**src/rtl/network_result_streamer.sv**
```systemverilog
// Snapshots the four unit outputs on each rising edge of done and streams them as a byte frame.
// Define RESULT_ARGMAX_EN to append a signed argmax class byte (17-byte frame instead of 16).
module network_result_streamer (
    input  logic        clk,
    input  logic        reset,
    input  logic        done,
    input  logic [31:0] out0,
    input  logic [31:0] out1,
    input  logic [31:0] out2,
    input  logic [31:0] out3,
    input  logic        tx_ready,
    output logic [7:0]  tx_data,
    output logic        tx_valid,
    output logic        busy,
    output logic        overrun
);

    localparam int unsigned WORD_W    = 32;
    localparam int unsigned BYTE_W    = 8;
    localparam int unsigned NUM_WORDS = 4;
    localparam int unsigned CNT_W     = 4;
    localparam logic [CNT_W-1:0] LAST_BYTE = CNT_W'(15);

    typedef enum logic [1:0] {
        S_IDLE  = 2'd0,
        S_SEND  = 2'd1,
        S_LAST  = 2'd2
`ifdef RESULT_ARGMAX_EN
        ,
        S_CLASS = 2'd3
`endif
    } state_t;

    state_t            state;
    logic [WORD_W-1:0] snap [NUM_WORDS];
    logic [CNT_W-1:0]  cnt;
    logic              done_d;

    logic              done_rise;
    logic              capture;
    logic              accept;
    logic [CNT_W-1:0]  cnt_nxt;
    logic [BYTE_W-1:0] next_byte;

    function automatic logic [BYTE_W-1:0] pick_byte(input logic [WORD_W-1:0] w,
                                                    input logic [1:0] sel);
        logic [BYTE_W-1:0] b;
        case (sel)
            2'd0:    b = w[31:24];
            2'd1:    b = w[23:16];
            2'd2:    b = w[15:8];
            default: b = w[7:0];
        endcase
        return b;
    endfunction

    // An edge seen in LAST starts a new frame just like one seen in IDLE.
    assign done_rise = done & ~done_d;
    assign capture   = done_rise && (state == S_IDLE || state == S_LAST);
    assign accept    = tx_valid & tx_ready;
    assign cnt_nxt   = cnt + CNT_W'(1);
    assign next_byte = pick_byte(snap[cnt_nxt[3:2]], cnt_nxt[1:0]);

`ifdef RESULT_ARGMAX_EN
    logic [1:0]               argmax_idx;
    logic [1:0]               arg_step;
    logic signed [WORD_W-1:0] arg_best;
    logic                     arg_run;

    // Sequential signed argmax over the snapshot, one compare per cycle; ties keep the lower index.
    always_ff @(posedge clk) begin
        if (reset) begin
            argmax_idx <= 2'd0;
            arg_step   <= 2'd0;
            arg_best   <= '0;
            arg_run    <= 1'b0;
        end else if (capture) begin
            argmax_idx <= 2'd0;
            arg_step   <= 2'd1;
            arg_best   <= $signed(out0);
            arg_run    <= 1'b1;
        end else if (arg_run) begin
            if ($signed(snap[arg_step]) > arg_best) begin
                arg_best   <= $signed(snap[arg_step]);
                argmax_idx <= arg_step;
            end
            arg_step <= arg_step + 2'd1;
            if (arg_step == 2'd3) begin
                arg_run <= 1'b0;
            end
        end
    end
`endif

    // Frame sequencer: capture, byte streaming and overrun tracking.
    always_ff @(posedge clk) begin
        if (reset) begin
            state    <= S_IDLE;
            cnt      <= '0;
            done_d   <= 1'b0;
            tx_data  <= '0;
            tx_valid <= 1'b0;
            busy     <= 1'b0;
            overrun  <= 1'b0;
            for (int i = 0; i < int'(NUM_WORDS); i++) begin
                snap[i] <= '0;
            end
        end else begin
            done_d <= done;
            case (state)
                S_IDLE, S_LAST: begin
                    if (capture) begin
                        snap[0]  <= out0;
                        snap[1]  <= out1;
                        snap[2]  <= out2;
                        snap[3]  <= out3;
                        cnt      <= '0;
                        tx_data  <= out0[31:24];
                        tx_valid <= 1'b1;
                        busy     <= 1'b1;
                        state    <= S_SEND;
                    end else begin
                        tx_data  <= '0;
                        tx_valid <= 1'b0;
                        busy     <= 1'b0;
                        state    <= S_IDLE;
                    end
                end
                S_SEND: begin
                    if (done_rise) begin
                        overrun <= 1'b1;
                    end
                    if (accept) begin
                        if (cnt == LAST_BYTE) begin
`ifdef RESULT_ARGMAX_EN
                            tx_data <= {6'b0, argmax_idx};
                            state   <= S_CLASS;
`else
                            tx_data  <= '0;
                            tx_valid <= 1'b0;
                            busy     <= 1'b0;
                            state    <= S_LAST;
`endif
                        end else begin
                            cnt     <= cnt_nxt;
                            tx_data <= next_byte;
                        end
                    end
                end
`ifdef RESULT_ARGMAX_EN
                S_CLASS: begin
                    if (done_rise) begin
                        overrun <= 1'b1;
                    end
                    if (accept) begin
                        tx_data  <= '0;
                        tx_valid <= 1'b0;
                        busy     <= 1'b0;
                        state    <= S_LAST;
                    end
                end
`endif
                default: begin
                    tx_valid <= 1'b0;
                    busy     <= 1'b0;
                    state    <= S_IDLE;
                end
            endcase
        end
    end

endmodule

```
**config.mk**
```make
export PLATFORM = sky130hd
export DESIGN_NAME = network_result_streamer
export DESIGN_NICKNAME = d
export VERILOG_FILES = /design/src/rtl/network_result_streamer.sv
export SDC_FILE = /design/constraint.sdc
export NUM_CORES = 1
export LEC_CHECK = 0
export ABC_AREA = 1
export CAP_MARGIN = 0
export CELL_PAD_IN_SITES_DETAIL_PLACEMENT = 1
export CELL_PAD_IN_SITES_GLOBAL_PLACEMENT = 2
export CORE_UTILIZATION = 28
export CTS_CLUSTER_SIZE = 10
export DETAILED_ROUTE_END_ITERATION = 8
export PLACE_DENSITY = 0.87
export SLEW_MARGIN = 20
export SYNTH_ARGS = -nofsm -noshare
export SYNTH_HDL_FRONTEND = slang
export SYNTH_SLANG_ARGS = --single-unit
```
**constraint.sdc**
```tcl
create_clock -name clk -period 4.6 [get_ports clk]
set_clock_uncertainty 0.1 [all_clocks]
set_input_delay 0.69 -clock clk [delete_from_list [all_inputs] [get_ports clk]]
set_output_delay 0.69 -clock clk [all_outputs]
set_load 0.01 [all_outputs]
```
---- Word-level counts from Yosys, hierarchy flattened ----
Memory sizes are Yosys's and may differ from the RTL's.
Index checks and enable logic that the tools add are counted.
word-level totals
  flip-flop bits (word level) ............. 17
  output and inout bits ................... 11
  RAM bits ................................ 128
  input port bits ......................... 132
  memories ................................ 1
operators by class
  add/subtract/negate cells ............... 1
  eq/ne operators ......................... 9
  bitwise logic cells ..................... 7
  reductions and logical operators ........ 10
  muxes and demuxes ....................... 26
memories
  name  words  width  rd ports  clocked after memory_dff  write ports  line  RTL
  snap  4      32     1         0                         4            35    logic [WORD_W-1:0] snap [NUM_WORDS];
operators with widths
  cell                                                                    number
  32-bit 2-to-1 mux                                                       4
  8-bit 2-to-1 mux                                                        3
  8-bit one-hot mux with 3 select lines                                   1
  8-bit one-hot mux with 2 select lines                                   1
  4-bit 2-to-1 mux                                                        3
  1-bit 2-to-1 mux                                                        9
  2-bit != test (second input constant)                                   4
  4-bit one-hot mux with 2 select lines                                   1
  2-bit AND reduction                                                     3
  4-bit by 1-bit adder with 4-bit output (second input constant)          1
  2-bit by 1-bit equality test with 1-bit output (second input constant)  2
  2-bit equality test (second input constant)                             2
  4-bit equality test (second input constant)                             1
  2-bit logical NOT                                                       2
  2-bit 2-to-1 mux                                                        2
  1-bit bitwise OR                                                        4
  2-bit one-hot mux with 2 select lines                                   1
  4-bit AND reduction                                                     1
  1-bit bitwise AND                                                       2
  1-bit one-hot mux with 2 select lines                                   1
  2-bit nonzero test                                                      1
  2-bit OR reduction                                                      1
  1-bit logical AND                                                       1
  1-bit logical OR                                                        1
  1-bit inverter                                                          1

---- Longest topological paths before layout ----
  depth after elaboration ................. 8
  mapped depth ............................ 14
  mapped depth without buffers ............ 13

---- Worst setup path after synthesis ----
OpenSTA, ideal clock, no wires.
  path type ............................... input port to flip-flop
  start ................................... input reset
  end ..................................... memory snap[0][0], enable pin
  setup slack ............................. 0.245 ns
  setup time .............................. 0.492 ns
  buffers on the path ..................... 1
  arrival ................................. 3.763 ns
  data required time ...................... 4.008 ns
  cell stages on the path ................. 3
  cells stage by stage .................... clkbuf_1 > inv_1 > nand2_1
RTL lines
  item             line  RTL
  start, declared  5     input logic reset,
  end, declared    35

---- Worst setup path after layout ----
  start ................................... register cnt[1]
  end ..................................... register tx_data[4]
between the ends
  longest elaborated chain between the ends .. 6
  elaborated cells between the ends (all ways) .. 10
  classes of those cells .................. 1 x add/sub; 3 x eq/ne; 4 x mux; 1 x reduce/logical; 1 x memory
RTL lines
  item                                       line  RTL
  start, declared                            36    logic [CNT_W-1:0] cnt;
  start signal, assigned                     145   cnt <= cnt_nxt;
  4-bit by 1-bit adder with 4-bit output     61    assign cnt_nxt = cnt + CNT_W'(1);
  memory 4 x 32 bit (tied with other cells)  n/a
  8-bit one-hot mux with 3 select lines      48    case (sel)
  8-bit 2-to-1 mux (*)                       134   if (cnt == LAST_BYTE) begin
  8-bit 2-to-1 mux (*)                       133   if (accept) begin
  8-bit one-hot mux with 2 select lines (*)  110   case (state)
  end signal, assigned                       118   tx_data <= out0[31:24];
  end signal, assigned                       146   tx_data <= next_byte;
  end, declared                              12    output logic [7:0] tx_data,
Every way passes the cells marked *; elsewhere a longest branch is shown, timed or not. The select of a mux whose other input is x is not followed.
A chain may end at the register's enable or synchronous reset.

==> results_dict.tcl <==
set metrics [dict create \
    chipHeight_um 161.2 \
    final_common_cell "nand2_1" \
    yosys_warnings 0 \
    overflow 0 \
    placed_cells 1259 \
    synth_area_per_cell_sq_um 8.578 \
    fin_ws_ns 1.464 \
    finalInstanceArea_sq_um 9359 \
    syn_area_sq_um 7094 \
    ys_seq_area_share_pct 58.98 \
    io_pins 143 \
    crit_type "reg -> reg" \
    p_per_area_nw_per_um2 369.5 \
    cts_buffer_depth 2 \
    clk_latency_ns 0.43 \
    fin_crit_ns 3.136 \
    grt_max_degree 74 \
    nNetsFinal 1090 \
    synth_top_cell_by_area "edfxtp_1" \
    final-max-slew-violation-count 0 \
    r2r_slack_ns 1.46 \
    critPathMaxStageDelay_ns 0.51 \
    rows 57 \
    routed-via-count 5659 \
    critical_path.slowest_cell "ha_1" \
    syn_to_final_growth_pct 31.92 \
    synth_cell_types 26 \
    dieArea_sq_um 25980 \
    crit_arrival_ns 3.39 \
    tightestPinTransition_ns 1.015 \
    max_clock_freq_mhz 318.9 \
    grt_use_total_pct 15.98 \
    ctsRootBufferMaster "clkbuf_16" \
    hp-class "reg -> reg" \
    dp_hpwl_um 13690 \
    viasPerCell 4.383 \
    tns_ns 0 \
    hold_buffers 0 \
    postRouteAntennaNets 0 \
    routedWlPerCell_um 15.10 \
    syn_inst 827 \
    yosys.area.top_type_share_pct 54.18 \
    port_buffers 142 \
    cts_setup_buffers 0 \
    grt_pass1_wl_um 31720 \
    required_ns 4.86 \
    grt_pass1_vias 6012 \
    p_leak_nw 4.270 \
    cp-end-kind "flip-flop" \
    wirelength_um 19490 \
    synthFlopType "edfxtp_1" \
    gp_congestion 0.8160 \
    peakVddDrop_uv 300.0 \
    critPathMaxFanout 41 \
    hold_viol_final 0 \
    syn-num-nets 963 \
    relSlewSlack_pct 32.18 \
    async_reset_ff_share_pct 0 \
    start_kind "flip-flop" \
    cts_resized 0 \
    grt_setup_unrepaired "no" \
    place_ws_ns 1.200 \
    stdcell_count 1291 \
    cts_buffers 17 \
    die_w_um 161.2 \
    antenna_found_initial 0 \
    power_mw 3.458 \
    first_pass_iters 4 \
    synth_top_cells_by_area "edfxtp_1 (54%), nand2_1 (9.7%), inv_1 (8.8%)" \
    cap_violations 0 \
    start_util_pct 28.83 \
    synth-seq-cells 145 \
    synth_edf_count 128 \
    min_period_over_period_pct 68.18 \
    final_layout_size_suffix_gt1_share_pct 4.964 \
    final_cell_mix "nand2_1 (182), inv_1 (166), clkdlybuf4s50_1 (142)" \
    coreArea_sq_um 24600 \
    clkTransAtPathRegs_ns 0.07 \
    status "completed" \
    setup_viol 0 \
    placed_area_sq_um 8777 \
    drt_iter0_markers 373 \
    h-tree-depth 4 \
    path_cells "ha_1 > nand2_4 > nand2_2 > buf_4 > o21ai_0 > nand2_1 > nand2_1 > a21oi_1 > o21ai_1 > a21oi_1" \
    cts_sinks 145 \
    num_antenna_cells 0 \
    cts_tree "yes" \
    drcViolationCount 0 \
]
per-stage QoR:
step	hold WS [ns]	util, %
CTS	0.3936	38.04
detailed placement	0.3728	35.67
finish	0.3834	38.04
global placement	0.3534	35.67
global route	0.4010	38.04
floorplan	0.3653	-
layer usage:
| layer | vias to the layer above | wire [um] | GRT usage (%) |
|---|---|---|---|
| met3 | 21 | 964 | 3.184 |
| met1 | 2670 | 8553 | 19.86 |
| met2 | 136 | 9645 | 27.63 |
| met5 | - | 0 | 0 |
| met4 | 0 | 331 | 5.317 |
| li1 | 2832 | - | - |
kinds of logic after synthesis:
| logic type | after synthesis | synth area share, % |
|---|---|---|
| compound gates | 49 | 3.827 |
| fa+ha+maj | 4 | 0.7055 |
| buf+inv | 209 | 12.24 |
| flops | 145 | 58.98 |
| simple gates | 420 | 24.25 |
worst max-delay path, delay by kind of cell, from the launching register on:
kind | cells | cell delay [ns]
AND/OR/NAND/NOR | 4 | 0.89
AO/OA/AOI/OAI | 4 | 0.60
flip-flops | 1 | 0.45
buffers and inverters | 1 | 0.51
adder cells (fa/ha/maj) | 1 | 0.51
path summary, 6_finish.rpt:
check	start	end	cells past startpoint
setup / recovery	cnt[1]	tx_data[4]	10
hold / removal	overrun	overrun	2
setup reg to reg	cnt[1]	tx_data[4]	10
hold reg to reg	overrun	overrun	2
Yosys cell counts (3+ instances only):
cell type,n
o21ai_1,10
clkbuf_1,8
ha_1,4
dfxtp_1,17
o21ai_0,15
buf_4,3
buf_2,22
nor2_1,138
nand3_1,89
edfxtp_1,128
buf_6,6
a211oi_1,3
inv_1,166
nand2_1,184
a21oi_1,19
where the power goes:
part / switching, mW / total, mW / internal [mW] / leakage [nW]
registers: 0.0381 / 1.59 / 1.55 / 1.51
clock network: 0.632 / 1.36 / 0.729 / 0.288
logic: 0.292 / 0.505 / 0.213 / 2.47
total: 0.962 / 3.46 / 2.50 / 4.27
layout make-up:
| type | count | area [sq um] |
|---|---|---|
| clock inverter | 15 | 156.4 |
| multi-input combinational | 473 | 2062 |
| timing repair buffer | 148 | 1491 |
| sequential | 145 | 4184 |
| tap | 324 | 405.4 |
| fill | 2859 | 15250 |
| inverter | 169 | 634.4 |
| clock buffer | 17 | 425.4 |
flip-flops by register name, indices dropped and copies added (netlist names):
name and cells:
busy 1, cnt 4, done_d 1, overrun 1, snap 128, state 2
tx_data 8
Power figures use the tool's default switching activity.
